===== src/rtl/omux_pkg.sv =====
// Shared definitions for the host output-port arbiter: FSM encoding and
// header-byte construction.
package omux_pkg;

   typedef enum logic [1:0] {
      ST_IDLE = 2'd0,
      ST_HDR  = 2'd1,
      ST_BODY = 2'd2
   } omux_st_e;

   localparam logic [3:0] TAG_HI_DEF = 4'hA;

   // Header layout: tag nibble, a reserved zero bit, then the source index.
   function automatic logic [7:0] hdr_byte(input logic [3:0] tag, input logic [2:0] src);
      return {tag, 1'b0, src};
   endfunction

endpackage


===== src/rtl/omux_arbiter_rr_pick.sv =====
// Round-robin search: first eligible source strictly after the pointer,
// wrapping modulo N_SRC.
module rr_pick #(
   parameter int N_SRC = 2
) (
   input  logic [N_SRC-1:0] i_elig,
   input  logic [2:0]       i_ptr,
   output logic [2:0]       o_idx,
   output logic             o_vld
);

   logic [7:0] w_elig;
   logic [3:0] w_k;

   always_comb begin
      w_elig = '0;
      w_elig[N_SRC-1:0] = i_elig;
      o_idx = '0;
      o_vld = 1'b0;
      w_k   = '0;
      // ptr < N_SRC and offset <= N_SRC, so a single subtract wraps the sum.
      for (int i = 1; i <= N_SRC; i++) begin
         w_k = {1'b0, i_ptr} + 4'(i);
         if (w_k >= 4'(N_SRC)) w_k = w_k - 4'(N_SRC);
         if (!o_vld && w_elig[w_k[2:0]]) begin
            o_vld = 1'b1;
            o_idx = w_k[2:0];
         end
      end
   end

endmodule


===== src/rtl/omux_arbiter.sv =====
// Shares the single host byte-output port among N_SRC byte streams, one
// tagged, atomic packet at a time in round-robin order.
module omux_arbiter
   import omux_pkg::*;
#(
   parameter int         N_SRC   = 2,
   parameter int         MAX_PKT = 32,
   parameter logic [3:0] TAG_HI  = TAG_HI_DEF
) (
   input  logic                 clk_i,
   input  logic                 reset_n_i,
   input  logic [N_SRC-1:0]     src_en_i,
   input  logic [N_SRC-1:0]     src_req_i,
   input  logic [N_SRC-1:0]     src_last_i,
   input  logic [8*N_SRC-1:0]   src_data_i,
   output logic [N_SRC-1:0]     src_sel_o,
   output logic                 omux_req_o,
   input  logic                 omux_sel_i,
   output logic [7:0]           omux_data_o,
   output logic [2:0]           grant_o,
   output logic                 busy_o,
   output logic                 err_o,
   input  logic                 err_clr_i
);

   omux_st_e   r_st;
   logic [2:0] r_grant;
   logic [2:0] r_rr_ptr;
   logic [7:0] r_cnt;
   logic       r_busy;
   logic       r_err;

   logic [7:0]      w_req_pad;
   logic [7:0]      w_last_pad;
   logic [7:0]      w_sel_pad;
   logic [7:0][7:0] w_data_pad;
   logic [2:0]      w_pick;
   logic            w_pick_vld;
   logic            w_acc;
   logic            w_last;
   logic            w_trunc;

   // Pad per-source vectors to 8 so a 3-bit grant can index them for any N_SRC.
   always_comb begin
      w_req_pad  = '0;
      w_last_pad = '0;
      w_data_pad = '0;
      w_req_pad[N_SRC-1:0]  = src_req_i;
      w_last_pad[N_SRC-1:0] = src_last_i;
      for (int k = 0; k < N_SRC; k++) w_data_pad[k] = src_data_i[8*k +: 8];
   end

   rr_pick #(.N_SRC(N_SRC)) u_rr_pick (
      .i_elig (src_req_i & src_en_i),
      .i_ptr  (r_rr_ptr),
      .o_idx  (w_pick),
      .o_vld  (w_pick_vld)
   );

   assign w_acc   = (r_st == ST_BODY) & omux_sel_i & w_req_pad[r_grant];
   assign w_last  = w_last_pad[r_grant];
   assign w_trunc = w_acc & ~w_last & (r_cnt == 8'(MAX_PKT-1));

   always_comb begin
      omux_req_o  = 1'b0;
      omux_data_o = 8'h00;
      w_sel_pad   = '0;
      case (r_st)
         ST_HDR: begin
            omux_req_o  = 1'b1;
            omux_data_o = hdr_byte(TAG_HI, r_grant);
         end
         ST_BODY: begin
            omux_req_o         = w_req_pad[r_grant];
            omux_data_o        = w_data_pad[r_grant];
            w_sel_pad[r_grant] = w_acc;
         end
         default: ;
      endcase
   end

   assign src_sel_o = w_sel_pad[N_SRC-1:0];
   assign grant_o   = r_grant;
   assign busy_o    = r_busy;
   assign err_o     = r_err;

   always_ff @(posedge clk_i or negedge reset_n_i) begin
      if (!reset_n_i) begin
         r_st     <= ST_IDLE;
         r_grant  <= '0;
         r_rr_ptr <= 3'(N_SRC-1);
         r_cnt    <= '0;
         r_busy   <= 1'b0;
         r_err    <= 1'b0;
      end else begin
         if (w_trunc)        r_err <= 1'b1;
         else if (err_clr_i) r_err <= 1'b0;

         case (r_st)
            ST_IDLE: begin
               if (w_pick_vld) begin
                  r_grant <= w_pick;
                  r_cnt   <= '0;
                  r_busy  <= 1'b1;
                  r_st    <= ST_HDR;
               end
            end
            ST_HDR: begin
               if (omux_sel_i) r_st <= ST_BODY;
            end
            ST_BODY: begin
               if (w_acc) begin
                  if (r_cnt != 8'hFF) r_cnt <= r_cnt + 8'd1;
                  // A truncated packet ends like a normal one; the rest of the
                  // stream re-arbitrates and gets a fresh header.
                  if (w_last || w_trunc) begin
                     r_rr_ptr <= r_grant;
                     r_busy   <= 1'b0;
                     r_st     <= ST_IDLE;
                  end
               end
            end
            default: begin
               r_busy <= 1'b0;
               r_st   <= ST_IDLE;
            end
         endcase
      end
   end

endmodule


===== config.mk =====
export PLATFORM = sky130hd
export DESIGN_NAME = omux_arbiter
export DESIGN_NICKNAME = d
export VERILOG_FILES = /design/src/rtl/omux_pkg.sv /design/src/rtl/omux_arbiter_rr_pick.sv /design/src/rtl/omux_arbiter.sv
export SDC_FILE = /design/constraint.sdc
export NUM_CORES = 1
export LEC_CHECK = 0
export ABC_AREA = 1
export CORE_MARGIN = 1
export CORE_UTILIZATION = 51
export CTS_CLUSTER_SIZE = 24
export DETAILED_ROUTE_END_ITERATION = 10
export PLACE_DENSITY = 0.85
export SLEW_MARGIN = 15
export SYNTH_ARGS = -nofsm -noshare
export SYNTH_HDL_FRONTEND = slang
export SYNTH_SLANG_ARGS = --single-unit

===== constraint.sdc =====
create_clock -name clk_i -period 3.5 [get_ports clk_i]
set_clock_uncertainty 0.05 [all_clocks]
set_input_delay 0.7 -clock clk_i [delete_from_list [all_inputs] [get_ports clk_i]]
set_output_delay 0.7 -clock clk_i [all_outputs]
set_load 0.02 [all_outputs]

**After elaboration in Yosys (flattened, before gate mapping)**

Index checks and enable logic that the tools add are counted.

- Memories: 0
- Word-level logic and storage cells: 82
- Memory bits (writable): 0
- Memory bits (read-only): 0
- Input port bits: 26
- Output and inout bits: 16
- Latch bits: 0
- Register bits: 18

- Multipliers: 0
- Shift operators: 0
- Mux-type cells: 36
- Divide/modulo/power cells: 0
- Equality and inequality tests: 9
- $add $sub $neg: 5
- $lt $le $gt $ge: 6
- Reduce and logical (&&, ||, !) cells: 12
- Bitwise logic cells: 8

Operator list:

| cell | count |
|---|---|
| 8-bit two-way mux | 4 |
| 8-bit case mux with 2 select lines | 2 |
| 8-bit binary-select mux with 3-bit select | 1 |
| 1-bit binary-select mux with 3-bit select | 4 |
| 3-bit by 4-bit < comparator with 1-bit output, second input constant | 3 |
| 1-bit two-way mux | 12 |
| 3-bit two-way mux | 4 |
| 4-bit AND reduction | 3 |
| 2-bit two-way mux | 5 |
| 8-bit by 1-bit adder with 8-bit output, second input constant | 1 |
| 8-bit by 5-bit equality test with 1-bit output, second input constant | 1 |
| 4-bit by 2-bit greater-or-equal comparator with 1-bit output, second input constant | 2 |
| 8-bit != test, second input constant | 1 |
| 2-bit by 1-bit != test with 1-bit output, second input constant | 3 |
| 2-bit case mux with 3 select lines | 1 |
| 3-bit by 2-bit subtractor with 3-bit output, second input constant | 2 |
| 3-bit by 1-bit adder with 4-bit output, second input constant | 1 |
| 3-bit by 2-bit adder with 4-bit output, second input constant | 1 |
| 1-bit AND | 4 |
| 2-bit AND | 2 |
| 2-bit != test, second input constant | 2 |
| 2-bit nonzero test | 2 |
| 1-bit demux with 3-bit select | 1 |
| 3-bit by 1-bit greater-or-equal comparator with 1-bit output, second input constant | 1 |
| 11 further kinds | 13 |

**Longest topological paths before layout**

Gate-level depths: netlist of the first run.

- Depth after elaboration: 11
- Gate-level depth with buffers: 12
- Mapped depth without buffers: 11

**By module**

From an unflattened synthesis of the first run, not the netlist that was laid out.

- Cells, all modules: 210
- Area total of the unflattened synthesis: 1468.9 µm²

By module, submodules not included:

| module | instances | area an instance (µm²) | cells an instance | seq. area each (µm²) |
|---|---|---|---|---|
| omux_arbiter | 1 | 1234.9 | 169 | 451.7 |
| rr_pick | 1 | 234.0 | 41 | 0.0 |

**Worst setup path after synthesis of the first run**

Ideal clock, no wire load.

- Path type: reg-to-output
- From: register r_st[0]
- To: output port omux_data_o[1]
- Buffers on the path: 0
- Arrival time: 1.629 ns
- Stages on the path, launching flop included: 5
- Required time: 2.750 ns
- Path slack: 1.121 ns
- Cell sequence: dfrtp_1 -> inv_1 -> ha_1 -> nand3_1 -> o32ai_1

- Cells in the longest elaborated chain, start to end: 2
- Elaborated cells on any way between the ends: 3
- Classes of those cells: eq/ne (2); mux (1)

Ends and longest elaborated chain:

| item | RTL line | source |
|---|---|---|
| start: declaration | omux_arbiter.sv:26 | `omux_st_e r_st;` |
| start signal: assignment | omux_arbiter.sv:89 | `r_st <= ST_IDLE;` |
| start signal: assignment | omux_arbiter.sv:105 | `r_st <= ST_HDR;` |
| start signal: assignment | omux_arbiter.sv:109 | `if (omux_sel_i) r_st <= ST_BODY;` |
| 2-bit equality test or 2-bit by 1-bit equality test with 1-bit output (tied branches) | omux_arbiter.sv:68 | `case (r_st)` |
| 8-bit case mux with 2 select lines (*) | omux_arbiter.sv:68 |  |
| end: declaration | omux_arbiter.sv:19 | `output logic [7:0] omux_data_o,` |

Every way passes the cells marked *; elsewhere a longest branch is shown, timed or not.

**Worst setup path in the final report of the first run**

- From: register r_st[0]
- To: output port omux_data_o[2]

The elaborated chain is that of the path after synthesis.

==> reports/results.ini, run 1 <==
[cts]
worstSkewPairLatency_ps=300
cts_tree=done
cts_buffers=3
clock_path_buffers=2
post_cts_resized=0
path_clk_slew_ps=100
clockRootBuffer=clkbuf_4
clkSinkCount=18
h-tree-depth=1
ctsHoldBuffers=0
postCtsSetupRepairBufs=0

[power_and_ir_drop]
combPwrFrac_pct=11.1
seqPwrFrac_pct=59.2
ir_worst_vdd_mv=0.2493
p_leak_nw=0.9170
p_switching_mw=0.07148
clkPwrFrac_pct=29.6
internal-power_mw=0.2793
p_total_mw=0.3508
p_per_area_mw_per_mm2=186.4
switching_share_pct=20.38

[outcome]
status=finished, final reports clean

[yosys]
synth_top_area_cell=dfrtp_1
synthTopCellsByCount=nand2_1, inv_1, nor2_1
yosysTopAreaCellShare_pct=29.96
synth_edf_count=0
synth-seq-cells=18
syn_area_sq_mm=0.001420
yosysSeqAreaShare_pct=31.81
ys_async_sr_fraction_pct=100.0
ys_warn_count=0
syn_avg_cell_area_sq_um=7.209
netlist_top_cells_area=dfrtp_1, nand2_1, ha_1
synthCells=197
syn_nets=233
synth_cell_type_count=32
yosysMostFrequentCell=nand2_1
synth-main-ff-cell=dfrtp_1

[critical_path]
cp_top_family=buffers and inverters
critPathBufInv=2
cp_max_fo=9
slowest_delay_ps=660
start_kind=flop
cp.arrival_ps=2440
critPathSlowestCell=clkdlybuf4s50_1
reg2reg_slack_ps=1610
cp_cell_sequence=inv_1 > ha_1 > nand3_1 > o32ai_1 > clkdlybuf4s50_1
crit_type=flop to output pin
end_kind=output pin
crit_required_ps=2750

[die]
fp.coreArea_sq_mm=0.002545
die_x_microns=54.77
io_pins=42
rows=18
fp.dieArea_sq_mm=0.003000
initial_utilization_pct=55.80
die_h_microns=54.77

[place]
gp_congestion=0.8327
dp_hpwl_microns=2592
port_buffers=41

[routing]
avgViaCountPerCell=5.181
post_drt_wl_per_cell_microns=12.20
wl_microns=3293
drt_iter0_drc=48
dr_total_vias=1399
drc=0
final_antenna_net_count=0
drt_first_pass_iters=4

[sta]
setup_tns_ps=0
worstMarginPinSlew_ps=760.4
final-setup-viol-count=0
max_clock_freq_ghz=0.3136
fin_crit_sh_pct=91.09
rsz0062_at_grt=no
relSlewSlack_pct=49.14
period_needed_ps=3188
slew_violations=0
hold_violations=0

[cells_and_area]
syn_to_final_growth_pct=32.51
layout-drive-gt1-share_pct=7.500
n_antenna_cell=0
fillers=207
fin_nets=277

[global_routing]
grt_max_degree=19
grt-ovfl-total=0
grt_antenna_before_repair=0
gr-usage-all-layers_pct=25.01
grt_pass1_wl_microns=5319
grt_pass1_vias=1250

[min_path]
holdCritPathClass=flop to flop

[flow_run]
drv_cap=0

state kept, by name, summed over array words and instances (netlist names):
signal,flops
r_rr_ptr,3
grant_o,3
r_st,2
r_cnt,8
busy_o,1
err_o,1
cell type report:
| class | count | area [sq um] | share of cell area, % |
|---|---|---|---|
| inverters | 27 | 101.3 | 5.386 |
| well taps | 30 | 37.54 | 1.995 |
| clock buffers | 4 | 26.28 | 1.396 |
| multi-input cells | 150 | 854.6 | 45.41 |
| repair buffers | 41 | 410.4 | 21.81 |
| flip-flops and latches | 18 | 451.7 | 24.00 |
power by group through the flow:
| stage | clock network, mW | logic [mW] | registers [mW] |
|---|---|---|---|
| global route | 0.120 | 0.0426 | 0.208 |
| finish | 0.104 | 0.0390 | 0.208 |
| detailed placement | 0 | 0.0395 | 0.212 |
| floorplan | 0 | 0.00572 | 0.212 |
| global placement | 0 | 0.0389 | 0.212 |
| CTS | 0.108 | 0.0396 | 0.208 |
cell families (layout without fill, tap and decap cells):
group	after synthesis	count (layout)	synth area share [%]
flip-flops	18	18	31.81
XOR/XNOR	3	3	1.851
AO/OA/AOI/OAI	22	22	10.04
AND/OR/NAND/NOR	112	112	37.36
adder cells (fa/ha/maj)	10	10	8.811
buffers and inverters	29	72	8.017
multiplexers	3	3	2.115
final timing paths:
path / startpoint / end / cells past startpoint
min in group asynchronous: reset_n_i / r_cnt[7] / 1
max in group asynchronous: reset_n_i / grant_o[0] / 1
worst min-delay path: busy_o / busy_o / 2
worst min register to register: busy_o / busy_o / 2
worst max-delay path: r_st[0] / omux_data_o[2] / 5
worst max register to register: r_rr_ptr[0] / r_cnt[5] / 11
stage by stage:
stage	cells	setup WS (ps)	cell area (sq um)	hold WS [ps]	utilization, %
global placement	266	394.9	1856	418.3	72.91
global route	270	108.1	1882	500.8	73.94
CTS	270	317.8	1882	448.3	73.94
floorplan	197	1121	1420	354.4	-
finish	270	311.7	1882	442.4	73.94
detailed placement	266	355.8	1856	416.9	72.91
tightest hold or removal path, stage by stage (launching register included):
cell and delay (ps):
dfrtp_1 360, nand2_1 60, nand2_1 50
routing by layer:
metal,routed length [microns],track usage (%)
met5,0,0
met4,21,5.983
met3,110,7.500
met2,1572,41.97
met1,1588,30.96
cell usage in the layout (no fill, tap or decap), drive strengths merged:
cell            n
a21o            1
a21oi           7
clkbuf          4
clkdlybuf4s50  41
clkinv          1
dfrtp          17
dfstp           1
ha             10
inv            26
mux2i           3
nand2          59
nand3          15
nand4          12
nor2           23
nor3            2
o21a            2
o21ai           8
o22ai           2
o32ai           2
or2             1
xnor2           1
xor2            2
Note: power is estimated with default switching activity, not from simulation.
==> inputs of run 2 (changes only) <==
--- a/config.mk
+++ b/config.mk
@@ -7,10 +7,10 @@
 export LEC_CHECK = 0
 export ABC_AREA = 1
 export CORE_MARGIN = 1
-export CORE_UTILIZATION = 51
+export CORE_UTILIZATION = 50
 export CTS_CLUSTER_SIZE = 24
 export DETAILED_ROUTE_END_ITERATION = 10
-export PLACE_DENSITY = 0.85
+export PLACE_DENSITY = 0.84
 export SLEW_MARGIN = 15
 export SYNTH_ARGS = -nofsm -noshare
 export SYNTH_HDL_FRONTEND = slang
==> reports/results.ini, run 2 (synthesis results as in run 1) <==
[outcome]
status=finished, final reports clean

[cells_and_area]
n_antenna_cell=0
mostFrequentLayoutCell=nand2_1
syn_to_final_growth_pct=32.51
fin_util_pct=72.66
layout-drive-gt1-share_pct=7.500
fin_cells=270
fillers=216
register_area_sq_um=451.7
top_register=r_cnt
fin_nets=277
final_cell_mix=nand2_1, clkdlybuf4s50_1, inv_1
largest_reg_flops=8
multi_input_area_sq_um=854.6

[routing]
drt_iter0_drc=41
route.met3.wl_microns=129
dr_wl_met2_microns=1466
top_layer=met4
post_drt_wl_per_cell_microns=11.72
final_antenna_net_count=0
dr_total_vias=1403
drt_first_pass_iters=4
wl_microns=3165
wl_met1_microns=1555
avgViaCountPerCell=5.196
drc=0

[critical_path]
critPathSlowestCell=clkdlybuf4s50_1
slowest_delay_ps=660
timing.rr.end=r_cnt[6]
reg2reg_depth=9
cp_max_fo=9
r2r-start=r_rr_ptr[0]
cp_cell_sequence=inv_1 > ha_1 > nand3_1 > o32ai_1 > clkdlybuf4s50_1
crit_required_ps=2750
reg2reg_slack_ps=1580
crit_type=flop to output pin
cp.arrival_ps=2440
start_kind=flop
end_kind=output pin

[sta]
relSlewSlack_pct=49.94
whs_ps=436.9
setup_tns_ps=0
fin_ws_ps=309.4
max_clock_freq_ghz=0.3134
worstMarginPinSlew_ps=748.6
slew_violations=0
final-setup-viol-count=0
fin_crit_sh_pct=91.16
rsz0062_at_grt=no
period_needed_ps=3191
hold_violations=0

[place]
dp_cells=266
gp_congestion=0.8792
port_buffers=41
dp_hpwl_microns=2560
pre_cts_ws_ps=352.7

[cts]
ctsHoldBuffers=0
clock_path_buffers=2
path_clk_slew_ps=100
cts_tree=done
clockRootBuffer=clkbuf_4
clkSinkCount=18
h-tree-depth=1
cts_buffers=3
worstSkewPairLatency_ps=290
post_cts_resized=0
postCtsSetupRepairBufs=0

[min_path]
min_to=busy_o
hold-path-cell-count=2
holdCritPathClass=flop to flop
hp-start=busy_o

[die]
rows=18
die_h_microns=55.30
io_pins=42
initial_utilization_pct=54.83
fp.dieArea_sq_mm=0.003058
die_x_microns=55.30
fp.coreArea_sq_mm=0.002590

[flow_run]
drv_cap=0

[global_routing]
grt_pass1_vias=1274
grt_pass1_wl_microns=5492
gr-usage-all-layers_pct=21.82
grt-ovfl-total=0
grt_antenna_before_repair=0
grt_max_degree=19

[power_and_ir_drop]
p_leak_nw=0.9170
p_per_area_mw_per_mm2=186.1
ir_worst_vdd_mv=0.3361

==> run 2: routing by layer <==
layer  up-vias  GRT usage (%)
met5         -              0
met4         0          2.143
met3         2          4.918
met2        30          35.46
met1       639          30.84
li1        732              -
==> run 2: area by class of cell <==
| type | count | share of cell area (%) |
|---|---|---|
| multi-input combinational | 150 | 45.41 |
| sequential | 18 | 24.00 |
| timing repair buffer | 41 | 21.81 |
| inverter | 27 | 5.386 |
| tap | 30 | 1.995 |
| clock buffer | 4 | 1.396 |
==> run 2: how the worst max path moves through the flow <==
stage                             from              to  slack, ps  depth (start not counted)
after floorplan                r_st[0]  omux_data_o[1]       1120                          4
after global placement    src_req_i[0]    src_sel_o[1]        400                          7
after detailed placement  src_req_i[0]    src_sel_o[0]        350                          7
after CTS                      r_st[0]  omux_data_o[2]        310                          5
after global routing           r_st[0]  omux_data_o[2]        130                          5
final                          r_st[0]  omux_data_o[2]        310                          5
==> run 2: through the flow <==
stage	power (mW)	instance area (sq um)
floorplan	0.2177	1420
global placement	0.2508	1856
detailed placement	0.2511	1856
CTS	0.3536	1882
global route	0.3664	1882
finish	0.3502	1882
==> run 2: power breakdown <==
part / leakage (nW) / switching, mW / internal (mW)
Combinational: 0.680 / 0.0117 / 0.0271
Clock: 0.0150 / 0.0593 / 0.0443
Sequential: 0.222 / 0.0000000000000000138 / 0.208
Total: 0.917 / 0.0709 / 0.279
==> run 2: critical path, delay by kind of cell, from the launching register on <==
family                     cells  cell delay, ps
DFF                            1             410
and+or+nand+nor                1             320
AOI/OAI and AO/OA              1             340
buffers and inverters          2             750
adders and majority gates      1             330
